**config.mk**
```make
export PLATFORM = sky130hd
export DESIGN_NAME = multicycle_ctrl_flat
export DESIGN_NICKNAME = d
export VERILOG_FILES = /design/src/rtl/multicycle_ctrl_pkg.sv /design/src/rtl/multicycle_ctrl_if.sv /design/src/rtl/multicycle_ctrl_alu_ctrl_dec.sv /design/src/rtl/multicycle_ctrl.sv /design/src/flat_wrapper.sv
export SDC_FILE = /design/constraint.sdc
export NUM_CORES = 1
export LEC_CHECK = 0
export CAP_MARGIN = 20
export CORE_ASPECT_RATIO = 0.6
export CORE_MARGIN = 3
export CORE_UTILIZATION = 43
export CTS_CLUSTER_DIAMETER = 120
export CTS_CLUSTER_SIZE = 8
export DETAILED_ROUTE_END_ITERATION = 8
export PLACE_DENSITY_LB_ADDON = 0.12
export SETUP_SLACK_MARGIN = 0.4
export SLEW_MARGIN = 20
export SYNTH_ARGS = -nofsm -noshare
export SYNTH_HDL_FRONTEND = slang
export SYNTH_SLANG_ARGS = --single-unit
```
**constraint.sdc**
```tcl
create_clock -name clk -period 1.8 [get_ports clk]
set_input_delay 0.18 -clock clk [delete_from_list [all_inputs] [get_ports clk]]
set_output_delay 0.18 -clock clk [all_outputs]
set_load 0.02 [all_outputs]
```
**src/rtl/multicycle_ctrl_pkg.sv**
```systemverilog
// rtl/multicycle_ctrl_pkg.sv - shared types and encodings for the multi-cycle control FSM
package ctrl_pkg;

  typedef enum logic [3:0] {
    S_IDLE,
    S_FETCH,
    S_DECODE,
    S_EXEC_R,
    S_WB_R,
    S_EXEC_I,
    S_WB_I,
    S_ADDR,
    S_MEM_RD,
    S_WB_M,
    S_MEM_WR,
    S_BRANCH,
    S_JUMP,
    S_HALT,
    S_ERROR
  } state_e;

  localparam logic [5:0] OP_RTYPE = 6'h00;
  localparam logic [5:0] OP_LW    = 6'h23;
  localparam logic [5:0] OP_SW    = 6'h2B;
  localparam logic [5:0] OP_BEQ   = 6'h04;
  localparam logic [5:0] OP_ADDI  = 6'h08;
  localparam logic [5:0] OP_J     = 6'h02;
  localparam logic [5:0] OP_HALT  = 6'h3F;

  localparam logic [5:0] FN_ADD = 6'h20;
  localparam logic [5:0] FN_SUB = 6'h22;
  localparam logic [5:0] FN_AND = 6'h24;
  localparam logic [5:0] FN_OR  = 6'h25;
  localparam logic [5:0] FN_SLT = 6'h2A;
  localparam logic [5:0] FN_SLL = 6'h00;

  localparam logic [3:0] ALU_AND = 4'b0000;
  localparam logic [3:0] ALU_OR  = 4'b0001;
  localparam logic [3:0] ALU_ADD = 4'b0010;
  localparam logic [3:0] ALU_SUB = 4'b0110;
  localparam logic [3:0] ALU_SLT = 4'b0111;
  localparam logic [3:0] ALU_SLL = 4'b1000;

  localparam logic [1:0] SRCB_B      = 2'b00;
  localparam logic [1:0] SRCB_FOUR   = 2'b01;
  localparam logic [1:0] SRCB_IMM    = 2'b10;
  localparam logic [1:0] SRCB_IMM_SH = 2'b11;

  localparam logic [1:0] PCSRC_ALU    = 2'b00;
  localparam logic [1:0] PCSRC_ALUOUT = 2'b01;
  localparam logic [1:0] PCSRC_JUMP   = 2'b10;

  // States that own the shared memory port and therefore can stall
  function automatic logic is_mem_state(state_e s);
    return (s == S_FETCH) || (s == S_MEM_RD) || (s == S_MEM_WR);
  endfunction

endpackage

```
**src/rtl/multicycle_ctrl_if.sv**
```systemverilog
// rtl/multicycle_ctrl_if.sv - controller <-> datapath/memory signal bundle
interface multicycle_ctrl_if #(
  parameter int CNT_W = 16
);
  logic             run;
  logic [5:0]       opcode;
  logic [5:0]       funct;
  logic             zero;
  logic             mem_ready;
  logic             mem_read;
  logic             mem_write;
  logic             iord;
  logic             ir_write;
  logic             pc_write;
  logic [1:0]       pc_source;
  logic             reg_write;
  logic             reg_dst;
  logic             mem_to_reg;
  logic             alu_src_a;
  logic [1:0]       alu_src_b;
  logic [3:0]       alu_ctrl;
  logic [CNT_W-1:0] instr_count;
  logic             halted;
  logic             err;

  modport master (
    input  run, opcode, funct, zero, mem_ready,
    output mem_read, mem_write, iord, ir_write, pc_write, pc_source,
           reg_write, reg_dst, mem_to_reg, alu_src_a, alu_src_b, alu_ctrl,
           instr_count, halted, err
  );

  modport slave (
    output run, opcode, funct, zero, mem_ready,
    input  mem_read, mem_write, iord, ir_write, pc_write, pc_source,
           reg_write, reg_dst, mem_to_reg, alu_src_a, alu_src_b, alu_ctrl,
           instr_count, halted, err
  );
endinterface

```
**src/rtl/multicycle_ctrl_alu_ctrl_dec.sv**
```systemverilog
// rtl/multicycle_ctrl_alu_ctrl_dec.sv - R-type funct to ALU operation decoder with legality flag
module alu_ctrl_dec
  import ctrl_pkg::*;
(
  input  logic [5:0] funct_i,
  output logic [3:0] alu_ctrl_o,
  output logic       legal_o
);

  // Map funct to ALU op; unknown functs fall back to ADD and are flagged illegal
  always_comb begin
    alu_ctrl_o = ALU_ADD;
    legal_o    = 1'b1;
    case (funct_i)
      FN_ADD:  alu_ctrl_o = ALU_ADD;
      FN_SUB:  alu_ctrl_o = ALU_SUB;
      FN_AND:  alu_ctrl_o = ALU_AND;
      FN_OR:   alu_ctrl_o = ALU_OR;
      FN_SLT:  alu_ctrl_o = ALU_SLT;
      FN_SLL:  alu_ctrl_o = ALU_SLL;
      default: legal_o    = 1'b0;
    endcase
  end

endmodule

```
**src/rtl/multicycle_ctrl.sv**
```systemverilog
// rtl/multicycle_ctrl.sv - multi-cycle MIPS-subset control FSM with shared memory port
module multicycle_ctrl #(
  parameter int CNT_W    = 16,
  parameter int WAIT_MAX = 8
) (
  input  logic              clk,
  input  logic              reset,
  multicycle_ctrl_if.master bus
);
  import ctrl_pkg::*;

  localparam int WAIT_W = $clog2(WAIT_MAX + 1);
  // The WAIT_MAX-th consecutive stalled cycle is the last one tolerated
  localparam logic [WAIT_W-1:0] WAIT_LAST = WAIT_W'(WAIT_MAX - 1);

  state_e            state_q, state_d;
  logic [CNT_W-1:0]  cnt_q, cnt_d;
  logic [WAIT_W-1:0] wait_q, wait_d;
  logic              retire;
  logic [3:0]        fn_alu;
  logic              fn_legal;

  alu_ctrl_dec u_alu_ctrl_dec (
    .funct_i    (bus.funct),
    .alu_ctrl_o (fn_alu),
    .legal_o    (fn_legal)
  );

  // State, retired count and stall counter registers
  always_ff @(posedge clk or negedge reset) begin
    if (!reset) begin
      state_q <= S_IDLE;
      cnt_q   <= '0;
      wait_q  <= '0;
    end else begin
      state_q <= state_d;
      cnt_q   <= cnt_d;
      wait_q  <= wait_d;
    end
  end

  // Next state, instruction retirement and memory stall timeout
  always_comb begin
    state_d = state_q;
    wait_d  = '0;
    retire  = 1'b0;
    case (state_q)
      S_IDLE:   if (bus.run) state_d = S_FETCH;
      S_FETCH:  if (bus.mem_ready) state_d = S_DECODE;
      S_DECODE: begin
        case (bus.opcode)
          OP_RTYPE:     state_d = fn_legal ? S_EXEC_R : S_ERROR;
          OP_LW, OP_SW: state_d = S_ADDR;
          OP_ADDI:      state_d = S_EXEC_I;
          OP_BEQ:       state_d = S_BRANCH;
          OP_J:         state_d = S_JUMP;
          OP_HALT: begin
            state_d = S_HALT;
            retire  = 1'b1;
          end
          default:      state_d = S_ERROR;
        endcase
      end
      S_EXEC_R: state_d = S_WB_R;
      S_EXEC_I: state_d = S_WB_I;
      S_ADDR:   state_d = (bus.opcode == OP_SW) ? S_MEM_WR : S_MEM_RD;
      S_MEM_RD: if (bus.mem_ready) state_d = S_WB_M;
      S_MEM_WR: begin
        if (bus.mem_ready) begin
          retire  = 1'b1;
          state_d = bus.run ? S_FETCH : S_IDLE;
        end
      end
      S_WB_R, S_WB_I, S_WB_M, S_BRANCH, S_JUMP: begin
        retire  = 1'b1;
        state_d = bus.run ? S_FETCH : S_IDLE;
      end
      S_HALT:   state_d = S_HALT;
      S_ERROR:  state_d = S_ERROR;
      default:  state_d = S_ERROR;
    endcase

    if (is_mem_state(state_q) && !bus.mem_ready) begin
      if (wait_q == WAIT_LAST) state_d = S_ERROR;
      else                     wait_d  = wait_q + 1'b1;
    end

    cnt_d = (retire && (cnt_q != '1)) ? cnt_q + 1'b1 : cnt_q;
  end

  // Moore strobes from the registered state; FETCH and BRANCH gate PC/IR loads
  always_comb begin
    bus.mem_read   = 1'b0;
    bus.mem_write  = 1'b0;
    bus.iord       = 1'b0;
    bus.ir_write   = 1'b0;
    bus.pc_write   = 1'b0;
    bus.pc_source  = PCSRC_ALU;
    bus.reg_write  = 1'b0;
    bus.reg_dst    = 1'b0;
    bus.mem_to_reg = 1'b0;
    bus.alu_src_a  = 1'b0;
    bus.alu_src_b  = SRCB_B;
    bus.alu_ctrl   = ALU_ADD;
    bus.halted     = 1'b0;
    bus.err        = 1'b0;
    case (state_q)
      S_FETCH: begin
        bus.mem_read  = 1'b1;
        bus.alu_src_b = SRCB_FOUR;
        bus.ir_write  = bus.mem_ready;
        bus.pc_write  = bus.mem_ready;
      end
      S_DECODE: bus.alu_src_b = SRCB_IMM_SH;
      S_EXEC_R: begin
        bus.alu_src_a = 1'b1;
        bus.alu_ctrl  = fn_alu;
      end
      S_WB_R: begin
        bus.reg_write = 1'b1;
        bus.reg_dst   = 1'b1;
      end
      S_EXEC_I, S_ADDR: begin
        bus.alu_src_a = 1'b1;
        bus.alu_src_b = SRCB_IMM;
      end
      S_WB_I: bus.reg_write = 1'b1;
      S_MEM_RD: begin
        bus.mem_read = 1'b1;
        bus.iord     = 1'b1;
      end
      S_WB_M: begin
        bus.reg_write  = 1'b1;
        bus.mem_to_reg = 1'b1;
      end
      S_MEM_WR: begin
        bus.mem_write = 1'b1;
        bus.iord      = 1'b1;
      end
      S_BRANCH: begin
        bus.alu_src_a = 1'b1;
        bus.alu_ctrl  = ALU_SUB;
        bus.pc_source = PCSRC_ALUOUT;
        bus.pc_write  = bus.zero;
      end
      S_JUMP: begin
        bus.pc_write  = 1'b1;
        bus.pc_source = PCSRC_JUMP;
      end
      S_HALT:  bus.halted = 1'b1;
      S_ERROR: bus.err    = 1'b1;
      default: ;
    endcase
  end

  assign bus.instr_count = cnt_q;

endmodule

```
**src/flat_wrapper.sv**
```systemverilog
// flat-port wrapper written by rule: the top's interface ports become plain ports
module multicycle_ctrl_flat import ctrl_pkg::*;
#(
  parameter int CNT_W    = 16,
  parameter int WAIT_MAX = 8
)
  (clk, reset, bus_run, bus_opcode, bus_funct, bus_zero, bus_mem_ready, bus_mem_read, bus_mem_write, bus_iord, bus_ir_write, bus_pc_write, bus_pc_source, bus_reg_write, bus_reg_dst, bus_mem_to_reg, bus_alu_src_a, bus_alu_src_b, bus_alu_ctrl, bus_instr_count, bus_halted, bus_err);
  multicycle_ctrl_if #(.CNT_W(CNT_W)) bus_i ();
  input  logic clk;
  input  logic reset;
  input wire logic [$bits(bus_i.run)-1:0] bus_run;
  input wire logic [$bits(bus_i.opcode)-1:0] bus_opcode;
  input wire logic [$bits(bus_i.funct)-1:0] bus_funct;
  input wire logic [$bits(bus_i.zero)-1:0] bus_zero;
  input wire logic [$bits(bus_i.mem_ready)-1:0] bus_mem_ready;
  output wire logic [$bits(bus_i.mem_read)-1:0] bus_mem_read;
  output wire logic [$bits(bus_i.mem_write)-1:0] bus_mem_write;
  output wire logic [$bits(bus_i.iord)-1:0] bus_iord;
  output wire logic [$bits(bus_i.ir_write)-1:0] bus_ir_write;
  output wire logic [$bits(bus_i.pc_write)-1:0] bus_pc_write;
  output wire logic [$bits(bus_i.pc_source)-1:0] bus_pc_source;
  output wire logic [$bits(bus_i.reg_write)-1:0] bus_reg_write;
  output wire logic [$bits(bus_i.reg_dst)-1:0] bus_reg_dst;
  output wire logic [$bits(bus_i.mem_to_reg)-1:0] bus_mem_to_reg;
  output wire logic [$bits(bus_i.alu_src_a)-1:0] bus_alu_src_a;
  output wire logic [$bits(bus_i.alu_src_b)-1:0] bus_alu_src_b;
  output wire logic [$bits(bus_i.alu_ctrl)-1:0] bus_alu_ctrl;
  output wire logic [$bits(bus_i.instr_count)-1:0] bus_instr_count;
  output wire logic [$bits(bus_i.halted)-1:0] bus_halted;
  output wire logic [$bits(bus_i.err)-1:0] bus_err;
  assign bus_i.run = bus_run;
  assign bus_i.opcode = bus_opcode;
  assign bus_i.funct = bus_funct;
  assign bus_i.zero = bus_zero;
  assign bus_i.mem_ready = bus_mem_ready;
  assign bus_mem_read = bus_i.mem_read;
  assign bus_mem_write = bus_i.mem_write;
  assign bus_iord = bus_i.iord;
  assign bus_ir_write = bus_i.ir_write;
  assign bus_pc_write = bus_i.pc_write;
  assign bus_pc_source = bus_i.pc_source;
  assign bus_reg_write = bus_i.reg_write;
  assign bus_reg_dst = bus_i.reg_dst;
  assign bus_mem_to_reg = bus_i.mem_to_reg;
  assign bus_alu_src_a = bus_i.alu_src_a;
  assign bus_alu_src_b = bus_i.alu_src_b;
  assign bus_alu_ctrl = bus_i.alu_ctrl;
  assign bus_instr_count = bus_i.instr_count;
  assign bus_halted = bus_i.halted;
  assign bus_err = bus_i.err;
  multicycle_ctrl #(.CNT_W(CNT_W), .WAIT_MAX(WAIT_MAX)) u_core (.clk(clk), .reset(reset), .bus(bus_i));
endmodule
```
* Yosys cells after proc, flatten, opt, wreduce, memory -nomap -nowiden
Index checks and enable logic that the tools add are counted.
** Storage, ports and cells
- Register bits :: 24
- Bits in latches :: 0
- RAM bits :: 0
- Bits in read-only memories :: 0
- Bits of input ports :: 17
- Output and inout port bits :: 35
- Word-level logic and storage cells :: 80
- Memories :: 0
** Cells by class
- Add/sub/neg operators :: 2
- $mul :: 0
- Div/mod/pow operators :: 0
- Order comparisons :: 0
- Equality and inequality tests :: 27
- Shift-type cells :: 0
- Mux-type cells :: 32
- Bitwise logic cells :: 0
- Reduce and logical (&&, ||, !) cells :: 16
** Operators with widths (count)
- $eq A6 B6 Y1 const B :: 8
- $pmux W4 S10 :: 1
- $mux W4 :: 9
- $eq A4 B4 Y1 const B :: 7
- $pmux W4 S6 :: 1
- $eq A4 B3 Y1 const B :: 5
- $pmux W4 S5 :: 1
- $add A16 B1 Y16 const B :: 1
- $ne A16 B16 Y1 const B :: 1
- $mux W1 :: 14
- $logic_not A6 Y1 :: 2
- $eq A4 B2 Y1 const B :: 2
- $pmux W4 S2 :: 1
- $reduce_or A2 Y1 :: 4
- $eq A6 B2 Y1 const B :: 1
- $eq A6 B3 Y1 const B :: 1
- $eq A6 B4 Y1 const B :: 1
- $pmux W1 S3 :: 2
- $pmux W2 S3 :: 1
- $reduce_or A6 Y1 :: 1
- $reduce_or A5 Y1 :: 1
- $add A4 B1 Y4 const B :: 1
- $eq A4 B1 Y1 const B :: 1
- $logic_not A4 Y1 :: 1
- other kinds (7) :: 9

* Longest topological paths before layout
Gate-level depths: netlist of the first run.
- Depth in word-level cells :: 8
- Mapped depth :: 7
- Depth with buffers taken out :: 6

* Hierarchy
From an unflattened synthesis of the first run, not the netlist that was laid out.
** Unflattened totals
- Cells, all modules :: 204
- Area, all modules :: 1759.2 µm²
** Modules (own cells, without submodules)
- multicycle_ctrl :: times used 1, cells each 190, area an instance 1666.6 µm², sequential area each 600.6 µm²
- alu_ctrl_dec :: times used 1, cells each 14, area an instance 92.6 µm², sequential area each 0.0 µm²

* Least setup slack after synthesis of the first run
Ideal clock, no wire load.
- Path kind :: register -> output
- Start point :: register u_core.state_q[0]
- End point :: output bus_alu_ctrl[0]
- Data arrival time :: 1.807 ns
- Slack :: -0.187 ns
- Cell stages (with the launch flop) :: 6
- Cells stage by stage :: dfrtp_1 -> buf_2 -> nand2_1 -> nor4_1 -> nand2_1 -> nor4b_1
** On the way
- Longest elaborated chain between the ends :: 2
- Elaborated cells on any way between the ends :: 3
** RTL lines
- start, declared :: line multicycle_ctrl.sv:16 : state_e state_q, state_d;
- start signal, assigned :: line multicycle_ctrl.sv:36 : state_q <= state_d;
- $eq A4 B4 Y1 or $eq A4 B2 Y1 (tied branches) :: line multicycle_ctrl.sv:107 : case (state_q)
- $pmux W4 S2 (*) :: line multicycle_ctrl.sv:107
- end, declared :: line flat_wrapper.sv:27 : output wire logic [$bits(bus_i.alu_ctrl)-1:0] bus_alu_ctrl;
Every way passes the cells marked *; elsewhere a longest branch is shown, timed or not.

* Worst setup path in the final report of the first run
- Start point :: register u_core.state_q[0]
- End point :: register u_core.cnt_q[13], in the netlist u_core.bus.instr_count[13]
** On the way
- Longest elaborated chain between the ends :: 4
- Elaborated cells on any way between the ends :: 10
** RTL lines
- $eq A4 B3 Y1 or $eq A4 B4 Y1 (tied branches) :: line multicycle_ctrl.sv:47 : case (state_q)
- $reduce_or A5 Y1 :: line multicycle_ctrl.sv:47
- $pmux W1 S3 (*) :: line multicycle_ctrl.sv:47
- $logic_and A1 B1 Y1 (*) :: line multicycle_ctrl.sv:88 : cnt_d = (retire && (cnt_q != '1)) ? cnt_q + 1'b1 : cnt_q;
- end signal, assigned :: line multicycle_ctrl.sv:37 : cnt_q <= cnt_d;
- end, declared :: line multicycle_ctrl.sv:17 : logic [CNT_W-1:0] cnt_q, cnt_d;
Marks and branches as above.
A chain may end at the register's enable or synchronous reset.

==> flow_summary.toml, run 1 <==
[outcome]
outcome = "finished with violations"
failed_checks = "negative setup slack"

[floorplan]
core_mm2 = 0.00376
io_pins = 52
initial_core_util = 0.461
die_w_um = 88.0
fp.dieH_um = 55.2
fp-row-count = 17
die-area_mm2 = 0.00486

[route]
ant_nets = 0
drtIter0Drc = 284
routed_wl_um = 10700
wl_per_cell_um = 27.5
vias = 2719
dr.pass1.iters = 5
viasPerCell = 7.03
drc = 0

[worst_setup_path]
crit_path_max_incr_delay_ns = 0.46
cp-end-kind = "flip-flop"
path_class = "reg -> reg"
crit_chain = "buf_6, nor4b_4, nand3_2, a21oi_4, buf_12, nand3_1, xnor2_1"
critPathLaunchType = "flip-flop"
crit_arrival_ns = 2.38
worstPathMaxFanout = 11
crit_slowest_cell = "dfrtp_1"
cp.required_ns = 1.98

[grt]
antenna_found_initial = 0
grt_pass1_wl_um = 12200
grt_usage = 0.320
grt_pass1_vias = 2273
grt_max_degree = 25
overflow = 0

[sta]
worstMarginPinSlew_ns = 0.568
setup_viol_count_final = 28
final.setup.tns_ns = -5.19
finalCriticalPeriod_ns = 2.20
slew_headroom = 0.619
fmax_mhz = 454
hold_viol = 0
report.final.slew_viol_count = 0
min_period_over_period = 1.22
worst_slack_ns = -0.401
rsz0062_at_grt = "yes"
clock_skew_ns = 0.00152

[synth]
async_flop_share = 1.00
avgSynthCellArea_um2 = 8.08
syn_area_mm2 = 0.00174
synthCells = 215
synth_cell_types = 46
muxShareOfSynthArea = 0.0195
yosys.area.top_type = "dfrtp_1"
syn_nets = 234
synth_top_family_by_area = "simple AND/OR/NAND/NOR gates"
yosys.area.top_type_share = 0.346
synth-main-ff-cell = "dfrtp_1"
synth_compound_area_frac = 0.150
yosys.area_share.simple = 0.349
synth_area_leaders = "dfrtp_1, nor2_1, xnor2_1"
yosysWarnings = 0
synth_xor_area_frac = 0.0807
synth-edff-count = 0
synthAdderAreaFrac = 0.0144
ys_seq_area_frac = 0.346
ys_ff_latch = 24

[finish]
fillCellCount = 95
final_cell_area_mm2 = 0.00361
mostFrequentLayoutCells = "buf_4, buf_6, dlygate4sd2_1, nand2_1, dfrtp_1"
diodes = 0
fin_nets = 360
drive_gt1_frac = 0.574
area_growth_pct = 108
mostFrequentLayoutCell = "buf_4"

[place]
dpl.hpwl_um = 3980
gp_congestion = 0.804
post_dp_cell_area_mm2 = 0.00268
numPortBuffers = 51

[clock_tree]
clock-sinks = 24
cts_buffer_depth = 2
ctsHoldBuffers = 0
h-tree-depth = 1
cts_tree = "built"
cts_root_buffer = "clkbuf_8"
clk_latency_ns = 0.27
cts_inserted_buffers = 3
clk_pin_slew_ns = 0.08

[pwr]
power_density_mw_per_mm2 = 1320
ir_worst_vdd_uv = 919
p_total_uw = 4750
total_leakage_power_uw = 0.00157

[job]
maxCapViolCount = 0

[min_path]
worstHoldPathType = "in -> async"
==> flip-flops by register name, summed over array words and instances (netlist names) <==
signal and cells:
u_core.bus.instr_count 16, u_core.state_q 4, u_core.wait_q 4
==> cell usage after synthesis (3+ instances only) <==
cell / number
nand2b_1: 5
nand3_1: 14
xor2_1: 5
nand2_1: 23
nand4_1: 6
mux2_2: 3
and2_1: 3
nor2_1: 27
a32oi_1: 4
dfrtp_1: 24
buf_2: 3
nor4_1: 4
nor2b_1: 3
inv_1: 6
nor3_1: 14
xnor2_1: 11
and3_1: 6
a21oi_1: 6
o21ai_0: 13
==> worst max-delay path: cells and delay by family (launching register included) <==
family / cells / cell delay (ns)
DFF: 1 / 0.46
and+or+nand+nor: 3 / 0.86
buffers and inverters: 2 / 0.33
AOI/OAI and AO/OA: 1 / 0.20
xor gates and xnor gates: 1 / 0.26
==> per-layer routing <==
layer  vias to the layer above  part of all wire  GRT usage
li1                       1030                 -          -
met1                      1265              0.36      0.439
met2                       315              0.42      0.505
met3                       109              0.14     0.0775
met4                         0             0.078     0.0862
met5                         -                 0          0
==> final cells by class <==
cell class	count	area [um^2]	area share
Tap cell	47	58.8	0.0163
Inverter	6	25.0	0.00693
Sequential cell	24	613	0.170
Timing Repair Buffer	130	1230	0.342
Clock buffer	4	45.0	0.0125
Multi-Input combinational cell	176	1630	0.453
==> cell families after synthesis <==
family | Yosys count
buf+inv | 15
fa+ha+maj | 2
xor+xnor | 16
mux | 3
simple gates | 116
compound gates | 39
flops | 24
==> timing repair <==
action,in CTS,in global routing
pin swaps,38,25
gates resized for setup,230,55
buffers inserted,25,18
endpoints found under the setup margin,59,43
==> final timing paths <==
| path | startpoint | end | slack [ns] | cells past startpoint |
|---|---|---|---|---|
| max | u_core.state_q[0]$_DFF_PN0_ | u_core.bus.instr_count[13]$_DFFE_PN0P_ | -0.40 | 7 |
| min | reset | u_core.bus.instr_count[15]$_DFFE_PN0P_ | 0.33 | 2 |
| max reg2reg | u_core.state_q[0]$_DFF_PN0_ | u_core.bus.instr_count[13]$_DFFE_PN0P_ | -0.40 | 7 |
| min reg2reg | u_core.bus.instr_count[9]$_DFFE_PN0P_ | u_core.bus.instr_count[9]$_DFFE_PN0P_ | 0.52 | 1 |
| max in group asynchronous | reset | u_core.bus.instr_count[2]$_DFFE_PN0P_ | 1.21 | 2 |
| min in group clk | u_core.bus.instr_count[9]$_DFFE_PN0P_ | u_core.bus.instr_count[9]$_DFFE_PN0P_ | 0.52 | 1 |
==> power breakdown <==
part           switching (uW)  internal, uW
Sequential                200           655
Combinational            1840          1730
Clock                     173           158
Total                    2210          2540
==> stage by stage <==
| step | setup WS (ns) | hold slack (ns) | cells | util |
|---|---|---|---|---|
| after floorplan | 0.193 | -0.116 | 215 | - |
| after detailed placement | -0.495 | 0.475 | 340 | 0.712 |
| after global routing | -0.394 | 0.333 | 387 | 0.958 |
| after CTS | -0.00983 | 0.276 | 369 | 0.859 |
| after global placement | -0.457 | 0.475 | 340 | 0.712 |
| final | -0.401 | 0.331 | 387 | 0.958 |
Power figures use the tool's default switching activity.
==> inputs of run 2 (changes only) <==
Settings changed: TNS_END_PERCENT from default to 5.
==> run 2 against run 1 <==
Net effect:
- the run still ends with negative setup slack left
- fmax rose by 20%
- design area fell by 21%
- worst setup slack improved by 0.37 ns
- wire length fell by 50%
- clock-buffer cell count fell by 1
- sequential share of layout area rose by 4.1 points
- critical path type unchanged
- largest cell class unchanged
==> flow_summary.toml, run 2 (synthesis results as in run 1) <==
[floorplan]
initial_core_util = 0.461
io_pins = 52
die-area_mm2 = 0.00486
fp-row-count = 17
fp.dieH_um = 55.2
die_w_um = 88.0
core_mm2 = 0.00376

[clock_tree]
cts_root_buffer = "clkbuf_8"
clk_latency_ns = 0.27
clock-sinks = 24
cts_inserted_buffers = 3
h-tree-depth = 1
cts_buffer_depth = 2
clk_pin_slew_ns = 0.08
cts_tree = "built"

[place]
dpl.hpwl_um = 3910
gp_congestion = 0.805
numPortBuffers = 51
place_inst = 345

[worst_setup_path]
path_class = "reg -> reg"
crit_slowest_cell = "dfrtp_1"
critPathLaunchType = "flip-flop"
crit_arrival_ns = 2.00
cp_num_buf_inv = 1
r2r_cells = 6
cp.required_ns = 1.96
crit_end = "u_core.bus.instr_count[14]$_DFFE_PN0P_"
crit_chain = "buf_6, nor4b_4, nand3_2, and2_4, nor3_4, mux2_4"
cp-end-kind = "flip-flop"
crit_start = "u_core.state_q[2]$_DFF_PN0_"
worst-path-stages = 6
timing.rr.start = "u_core.state_q[2]$_DFF_PN0_"
crit_path_max_incr_delay_ns = 0.42
rr_endpoint = "u_core.bus.instr_count[14]$_DFFE_PN0P_"
worstPathMaxFanout = 11
critical_path.top_delay_family = "simple AND/OR/NAND/NOR gates"
ff2ff_setup_slack_ns = -0.03

[grt]
grt_max_degree = 25
antenna_found_initial = 0
grt_pass1_wl_um = 8960
overflow = 0
met1_usage = 0.366
use_met3 = 0.0432
grt_usage = 0.229
top_usage_layer = "met1"
met2_usage = 0.321
grt_pass1_vias = 1840

[route]
drtIter0Drc = 87
routed_wl_um = 5320
dr.pass1.iters = 4
vias = 1940
ant_nets = 0
drc = 0
wl_per_cell_um = 15.1
viasPerCell = 5.50

[sta]
hold_viol = 0
slew_headroom = 0.732
finalCriticalPeriod_ns = 1.83
min_period_over_period = 1.02
report.final.slew_viol_count = 0
rsz0062_at_grt = "yes"
worstMarginPinSlew_ns = 0.399
clock_skew_ns = 0.00212
worst_slack_ns = -0.0330
fmax_mhz = 546
setup_viol_count_final = 5

[min_path]
worstHoldPathType = "in -> async"

[finish]
area_growth_pct = 63.6
drive_gt1_frac = 0.373
largest_register_ffs = 16
mostFrequentLayoutCells = "buf_4, dfrtp_1, nor2_1, dlygate4sd2_1, nand2_1"
diodes = 0
final_cell_count_no_fill = 353
fillCellCount = 277
mostFrequentLayoutCell = "buf_4"
fin_nets = 327

[pwr]
ir_worst_vdd_uv = 869
p_total_uw = 3140
power_density_mw_per_mm2 = 1110
total_leakage_power_uw = 0.00131

[job]
maxCapViolCount = 0

[outcome]
failed_checks = "negative setup slack"
outcome = "finished with violations"
## run 2: changes by cell type in the layout (fill, tap and decap cells not counted), moves of 10 or more
cell	before	now
dfrtp_1	14	24
buf_6	43	8
nor2_1	13	23
dfrtp_2	10	0
nor2_4	12	0
## run 2: area by class of cell
class | count | area [um^2] | share of cell area
multi-input cells | 176 | 1300 | 0.456
repair buffers | 97 | 822 | 0.289
flip-flops and latches | 24 | 601 | 0.211
well taps | 47 | 58.8 | 0.0207
clock buffers | 3 | 41.3 | 0.0145
inverters | 6 | 22.5 | 0.00793
## run 2: worst min-delay path by stage
stage	cells past startpoint	endpoint	slack [ns]
2_1_floorplan	0	u_core.bus.instr_count[0]$_DFFE_PN0P_	-0.12
3_3_place_gp	1	u_core.wait_q[0]$_DFF_PN0_	0.46
3_5_place_dp	1	u_core.wait_q[0]$_DFF_PN0_	0.46
4_1_cts	2	u_core.bus.instr_count[11]$_DFFE_PN0P_	0.28
5_1_grt	2	u_core.bus.instr_count[10]$_DFFE_PN0P_	0.30
6_report	2	u_core.bus.instr_count[11]$_DFFE_PN0P_	0.26
## run 2: layer usage
| metal | vias up | part of all wire |
|---|---|---|
| met5 | - | 0 |
| met4 | 0 | 0.0087 |
| met3 | 6 | 0.050 |
| met2 | 41 | 0.44 |
| met1 | 928 | 0.50 |
| li1 | 965 | - |
## run 2: stage by stage
stage / setup TNS, ns / utilization / hold WS, ns / setup WS, ns / cell area (um^2)
2_1_floorplan: 0 / - / -0.116 / 0.190 / 1800
3_3_place_gp: -2.83 / 0.697 / 0.458 / -0.405 / 2630
3_5_place_dp: -2.99 / 0.697 / 0.463 / -0.423 / 2630
4_1_cts: -0.0987 / 0.745 / 0.275 / -0.0344 / 2810
5_1_grt: -1.23 / 0.755 / 0.295 / -0.130 / 2840
6_report: -0.113 / 0.755 / 0.260 / -0.0330 / 2840
## run 2: where the power goes
part           internal (uW)  switching (uW)  total (uW)
clock                    150             169         319
sequential               643             110         753
combinational            967            1100        2070
total                   1760            1380        3140
## run 2: repair_timing
action / CTS / global route
gates cloned: 0 / 0
resized for setup: 162 / 8
hold buffers: 0 / 0
pin swaps: 30 / 9
setup buffers: 5 / 0
setup endpoints to repair: 59 / 43
==> inputs of run 3 (changes only) <==
Settings changed: CTS_CLUSTER_SIZE 8 to 28, GPL_TIMING_DRIVEN from default to 0.
==> run 3 against run 2 <==
Net effect:
- the flow still finishes with violations (negative setup slack)
- critical path type unchanged
- highest routed layer unchanged
- critical path depth unchanged
- clock power increased by 13%
- design area decreased by 0.31%
- sequential power increased by 4.1%
- wire length increased by 2.7%
- power increased by 5.1%
- register-to-register slack about the same
- worst setup slack got worse by 0.012 ns
- global-route usage decreased by 2.0 points
- via count decreased by 0.15%
==> flow_summary.toml, run 3 (synthesis results as in run 1) <==
[outcome]
outcome = "finished with violations"
failed_checks = "negative setup slack"

[sta]
rsz0062_at_grt = "yes"
hold_viol = 0
whs_ns = 0.413
worst_slack_ns = -0.0452
clock_skew_ns = 0.00273
min_period_over_period = 1.03
setup_viol_count_final = 3
final.setup.tns_ns = -0.129
slew_headroom = 0.656
fmax_mhz = 542
finalCriticalPeriod_ns = 1.85
report.final.slew_viol_count = 0
worstMarginPinSlew_ns = 0.516

[place]
post_dp_cell_area_mm2 = 0.00237
gp_congestion = 0.842
dpl.hpwl_um = 3740
dp_slack_ns = -0.498
numPortBuffers = 51

[route]
viasPerCell = 5.80
routed_wl_um = 5460
vias = 1937
wl_per_cell_um = 16.3
dr.pass1.iters = 4
ant_nets = 0
drtIter0Drc = 219
drc = 0

[worst_setup_path]
cp.required_ns = 1.96
timing.rr.start = "u_core.state_q[2]$_DFF_PN0_"
crit_path_max_incr_delay_ns = 0.45
crit_slowest_cell = "dfrtp_2"
crit_start = "u_core.state_q[2]$_DFF_PN0_"
critical_path.top_delay_family = "simple AND/OR/NAND/NOR gates"
cp_num_buf_inv = 1
path_class = "reg -> reg"
worstPathMaxFanout = 5
crit_arrival_ns = 2.00
critPathLaunchType = "flip-flop"
crit_chain = "buf_6, nor4b_4, nand3_2, and2_4, nor3_4, mux2_4"
cp-end-kind = "flip-flop"

[pwr]
clock_power_share = 0.109
swShare = 0.446
seqPwrFrac = 0.238
total_leakage_power_uw = 0.00123
p_comb_frac = 0.654
netSwitchingPower_uw = 1470
internal_power_uw = 1830
ir_worst_vdd_uv = 736
power_density_mw_per_mm2 = 1160

[floorplan]
die-area_mm2 = 0.00486
io_pins = 52
initial_core_util = 0.461
fp.dieH_um = 55.2
fp-row-count = 17
die_w_um = 88.0
core_mm2 = 0.00376

[clock_tree]
clk_latency_ns = 0.26
cts_root_buffer = "clkbuf_8"
h-tree-depth = 1
clk_pin_slew_ns = 0.08
cts_tree = "built"
clock-sinks = 24
cts_buffer_depth = 2
cts_inserted_buffers = 3

[finish]
fin_nets = 307
diodes = 0
final_cell_area_mm2 = 0.00283
area_growth_pct = 63.1
largest_register_ffs = 16
drive_gt1_frac = 0.373
mostFrequentLayoutCells = "nor2_1, dlygate4sd2_1, buf_4, dfrtp_1"
fillCellCount = 269
final_util = 0.752

[grt]
grt_pass1_wl_um = 8240
overflow = 0
antenna_found_initial = 0
grt_usage = 0.209
grt_pass1_vias = 1695
grt_max_degree = 25

[job]
maxCapViolCount = 0

[min_path]
worstHoldPathType = "in -> async"
run 3: routing by layer:
metal / vias up / track usage / share of wire
li1: 931 / - / -
met1: 918 / 0.343 / 0.48
met2: 82 / 0.282 / 0.45
met3: 6 / 0.0402 / 0.062
met4: 0 / 0.0366 / 0.0088
met5: - / 0 / 0
run 3: layout make-up:
class,instances,area (um^2),area share
buffer,9,113,0.0398
clock buffer,4,55.1,0.0194
inverter,6,27.5,0.00972
multi-input combinational,176,1370,0.482
sequential,24,604,0.213
tap,47,58.8,0.0208
timing repair buffer,68,609,0.215
run 3: path summary, 6_finish.rpt:
check / end / cells after the start / slack (ns)
hold reg to reg: u_core.wait_q[0]$_DFF_PN0_ / 1 / 0.51
max in group asynchronous: u_core.state_q[1]$_DFF_PN0_ / 2 / 1.01
setup / recovery: u_core.bus.instr_count[14]$_DFFE_PN0P_ / 6 / -0.05
hold / removal: u_core.wait_q[0]$_DFF_PN0_ / 2 / 0.41
setup reg to reg: u_core.bus.instr_count[14]$_DFFE_PN0P_ / 6 / -0.05
min in group clk: u_core.state_q[1]$_DFF_PN0_ / 3 / 0.44
run 3: repair_timing:
action / 4_1_cts / 5_1_grt
hold buffers: 0 / 1
gates resized for setup: 177 / 38
pin swaps: 33 / 17
setup buffers: 12 / 4
endpoints found under the setup margin: 59 / 43
endpoints found under the hold margin: 0 / 24
run 3: worst reg2reg max path: stages, from the launching register on:
cell and delay [ns]:
dfrtp_2 0.45, buf_6 0.13, nor4b_4 0.30, nand3_2 0.17, and2_4 0.25, nor3_4 0.13
mux2_4 0.31
run 3: power groups by stage:
| stage | logic, uW | registers, uW | clock network, uW |
|---|---|---|---|
| final | 2160 | 784 | 359 |
| after global routing | 2300 | 807 | 389 |
| after CTS | 1840 | 777 | 363 |
| after detailed placement | 1540 | 802 | 0 |
| after global placement | 1540 | 798 | 0 |
| after floorplan | 931 | 836 | 0 |
run 3: stage by stage:
step	total power (uW)	cells
after floorplan	1770	215
after global placement	2330	313
after detailed placement	2340	313
after CTS	2980	329
after global routing	3500	334
final	3300	334
